==> config.mk <==
export PLATFORM = sky130hd
export DESIGN_NAME = rotating_square_gen
export DESIGN_NICKNAME = d
export VERILOG_FILES = /design/src/rtl/rotating_square_gen.sv
export SDC_FILE = /design/constraint.sdc
export NUM_CORES = 1
export LEC_CHECK = 0
export ABC_AREA = 1
export CAP_MARGIN = 10
export CORE_MARGIN = 2
export CORE_UTILIZATION = 25
export CTS_CLUSTER_DIAMETER = 100
export DETAILED_ROUTE_END_ITERATION = 16
export MAX_ROUTING_LAYER = met4
export SYNTH_ARGS = -nofsm -noshare
export SYNTH_HDL_FRONTEND = slang
export SYNTH_SLANG_ARGS = --single-unit
==> constraint.sdc <==
create_clock -name clk_i -period 3.5 [get_ports clk_i]
set_clock_uncertainty 0.05 [all_clocks]
set_input_delay 1.05 -clock clk_i [delete_from_list [all_inputs] [get_ports clk_i]]
set_output_delay 1.05 -clock clk_i [all_outputs]
set_load 0.005 [all_outputs]
==> src/rtl/rotating_square_gen.sv <==
// Rotating square pattern source for a 4-digit seven-segment display.
// A prescaler paces a 3-bit position around the display perimeter, and that position is decoded into four registered segment patterns.
module rotating_square_gen #(
    parameter int DIV = 50_000_000
) (
    input  logic       clk_i,
    input  logic       rst_ni,
    input  logic       en_i,
    input  logic       cw_i,
    output logic [6:0] seg0_o,
    output logic [6:0] seg1_o,
    output logic [6:0] seg2_o,
    output logic [6:0] seg3_o,
    output logic [2:0] pos_o,
    output logic       step_o
);

    localparam int CNT_W = (DIV > 1) ? $clog2(DIV) : 1;
    localparam logic [CNT_W-1:0] CNT_MAX = CNT_W'(DIV - 1);

    localparam logic [6:0] SEG_UPPER = 7'h1C;
    localparam logic [6:0] SEG_LOWER = 7'h23;
    localparam logic [6:0] SEG_BLANK = 7'h7F;

    logic [CNT_W-1:0] cnt_q, cnt_d;
    logic [2:0]       pos_q, pos_d;
    logic [27:0]      segs_q, segs_d;
    logic             step_q, step_d;
    logic             stepNow;

    // Packed as {digit3, digit2, digit1, digit0}. The top row runs left to right and the bottom row runs right to left.
    function automatic logic [27:0] decodePos(input logic [2:0] pos);
        logic [27:0] segs;
        segs = {4{SEG_BLANK}};
        case (pos)
            3'd0: segs[27:21] = SEG_UPPER;
            3'd1: segs[20:14] = SEG_UPPER;
            3'd2: segs[13:7]  = SEG_UPPER;
            3'd3: segs[6:0]   = SEG_UPPER;
            3'd4: segs[6:0]   = SEG_LOWER;
            3'd5: segs[13:7]  = SEG_LOWER;
            3'd6: segs[20:14] = SEG_LOWER;
            3'd7: segs[27:21] = SEG_LOWER;
            default: segs = {4{SEG_BLANK}};
        endcase
        return segs;
    endfunction

    // The patterns are decoded from the next position, so they change on the same edge as pos_o.
    always_comb begin
        stepNow = en_i && (cnt_q == CNT_MAX);
        cnt_d   = cnt_q;
        pos_d   = pos_q;
        if (en_i) begin
            cnt_d = stepNow ? '0 : cnt_q + 1'b1;
        end
        if (stepNow) begin
            pos_d = cw_i ? pos_q + 3'd1 : pos_q - 3'd1;
        end
        segs_d = decodePos(pos_d);
        step_d = stepNow;
    end

    always_ff @(posedge clk_i or negedge rst_ni) begin
        if (!rst_ni) begin
            cnt_q  <= '0;
            pos_q  <= 3'd0;
            segs_q <= {SEG_UPPER, SEG_BLANK, SEG_BLANK, SEG_BLANK};
            step_q <= 1'b0;
        end else begin
            cnt_q  <= cnt_d;
            pos_q  <= pos_d;
            segs_q <= segs_d;
            step_q <= step_d;
        end
    end

    assign seg3_o = segs_q[27:21];
    assign seg2_o = segs_q[20:14];
    assign seg1_o = segs_q[13:7];
    assign seg0_o = segs_q[6:0];
    assign pos_o  = pos_q;
    assign step_o = step_q;

endmodule

==> metrics.yaml <==
status: "finished, final reports clean"
ys_async_sr_fraction_pct: 100
vias: 1963
hold_violations: 0
power_mw: 1.39
synth_edf_count: 0
dp_hpwl_mm: 4.03
relSlewSlack_pct: 36.5
insertion_delay_ns: 0.29
reg2reg_depth: 12
viasPerCell: 4.13
synth_cell_types: 30
yosys-top-cells-area: "dfrtp_1, nand2_1, dfstp_2"
gp_congestion: 0.888
synthToLayoutAreaGrowth_pct: 21.5
post_synth_most_frequent_cells: "nand2_1, nor2_1, inv_1"
htreeDepth: 2
synth_top_area_share_pct: 33.6
path_clk_slew_ns: 0.08
busiest_layer: "met2"
ys_ff_latch: 42
fp.dieW_um: 102
period_minus_slack_ns: 2.65
postSynthAreaPerCell_um2: 7.45
drt_pass1_iterations: 4
met3_usage_pct: 2.07
drive_above_1_share_pct: 12.4
n_antenna_cell: 0
die_h_um: 102
nFillCells: 987
grt_use_met1_pct: 14.2
seq_area_frac_synth_pct: 44.6
cts-root-to-sink-buffers: 2
ctsResizeCount: 0
finalMaxSlewViolations: 0
antenna_found_initial: 0
netlist_area_um2: 2380
drv_cap: 0
drtIter0Drc: 89
worstPathMaxFanout: 11
dp_cells: 467
root_buffer: "clkbuf_8"
synth_nets: 326
hold_path_class: "flop to flop"
portBuffers: 35
stdcell_count: 475
rsz0062_at_grt: "false"
arrival_ns: 2.80
antenna_left: 0
wl_mm: 5.17
initial_core_util_pct: 25.8
syn_inst: 320
synth_ff_type: "dfrtp_1"
max_freq_mhz: 377
wl_per_cell_um: 10.9
grt_usage_pct: 10.8
worst_pin_slew_ns: 0.952
leakagePower_nw: 1.35
grt_util_met2_pct: 16.7
cts_made_buffers: 5
grt_max_degree: 43
cts_tree: "done"
grt_pass1_vias: 1851
end_kind: "flop"
crit_type: "primary input to flop"
setup_viol: 0
io_pins: 36
die_area_um2: 10300
yosysTopAreaCell: "dfrtp_1"
holdPathStages: 1
fin_crit_sh_pct: 75.8
postCtsSetupBuffers: 0
fin_setup_tns_ns: 0
rows: 35
p_per_area_nw_per_um2: 481
postCtsHoldBufs: 0
cts_sinks: 42
remaining_drc_errors: 0
synth.most_common_cell: "nand2_1"
grt_overflow: 0
cp-start-kind: "primary input"
yosysWarnings: 0
grt_pass1_wl_mm: 8.54
fin_nets: 351
fp.coreArea_um2: 9240
worstPathRequired_ns: 3.64
irDropWorstVdd_mv: 0.173
hold_ws_ns: 0.457
-- layer usage --
metal | routed length [um] | part of all wire [%]
met1 | 2440 | 47
met2 | 2500 | 48
met3 | 143 | 2.8
met4 | 89 | 1.7
met5 | 0 | 0
-- layout by cell type (no fill, tap or decap), types with 2 or more instances in the layout --
| cell type | instances |
|---|---|
| a22oi_1 | 2 |
| clkdlybuf4s50_1 | 34 |
| nand2_1 | 93 |
| nor2_4 | 4 |
| o21bai_1 | 2 |
| clkbuf_8 | 5 |
| nor3_1 | 4 |
| dfrtp_1 | 32 |
| bufinv_16 | 2 |
| dfstp_2 | 10 |
| nand2_2 | 9 |
| inv_2 | 4 |
| nand3_1 | 17 |
| inv_1 | 38 |
| o21ai_0 | 10 |
| nor2_1 | 45 |
| xor2_1 | 2 |
| nand4_1 | 3 |
| nor2_2 | 3 |
| a21oi_1 | 14 |
-- per-stage QoR --
stage                     worst slack (ns)  instance area, um2  util, %
after floorplan                       1.22                2380        -
after global placement               0.567                2760     29.9
after detailed placement             0.515                2760     29.9
after CTS                            0.831                2900     31.4
after global routing                 0.663                2900     31.4
final                                0.846                2900     31.4
-- sequential cells by signal, indices dropped and copies added, names as in the netlist --
register	flops
cnt_q	26
segs_q	12
pos_o	3
step_o	1
-- critical path, stage by stage --
cell and delay, ns:
clkdlybuf4s50_1 0.59, nand2_2 0.10, nor2_2 0.12, nand2_1 0.06, nor2_1 0.08, nand2_1 0.26, nand2_1 0.16, nand2_2 0.09
inv_2 0.07, nand2_1 0.08, inv_1 0.08, nand2_1 0.05
-- worst paths after layout --
path	start	end	slack (ns)
worst max-delay path	en_i	segs_q[26]	0.85
worst min-delay path	cnt_q[0]	cnt_q[0]	0.46
worst max register to register	cnt_q[0]	segs_q[26]	1.48
worst min register to register	cnt_q[0]	cnt_q[0]	0.46
max in group asynchronous	rst_ni	cnt_q[0]	1.96
min in group asynchronous	rst_ni	cnt_q[7]	0.83
-- final cells by class --
| type | count | area (um2) | share of cell area [%] |
|---|---|---|---|
| sequential | 42 | 1060 | 36.7 |
| multi-input combinational | 218 | 1030 | 35.4 |
| timing repair buffer | 35 | 345 | 11.9 |
| inverter | 43 | 164 | 5.66 |
| tap | 129 | 161 | 5.57 |
| clock buffer | 5 | 68.8 | 2.37 |
| clock inverter | 3 | 68.8 | 2.37 |
-- where the power goes --
group / switching (mW) / internal, mW / leakage, nW
clock: 0.173 / 0.286 / 0.0683
combinational: 0.199 / 0.0940 / 0.806
sequential: 0.0842 / 0.557 / 0.480
total: 0.457 / 0.937 / 1.35
-- kinds of logic after synthesis --
kind of cell               count (synthesis)  share of synthesized area [%]
and+or+nand+nor                          183                           33.7
buffers and inverters                     60                           12.4
DFF                                       42                           44.6
AOI/OAI and AO/OA                         30                           6.87
xor gates and xnor gates                   3                           1.10
adders and majority gates                  2                           1.36
(Power assumes the default switching activity.)
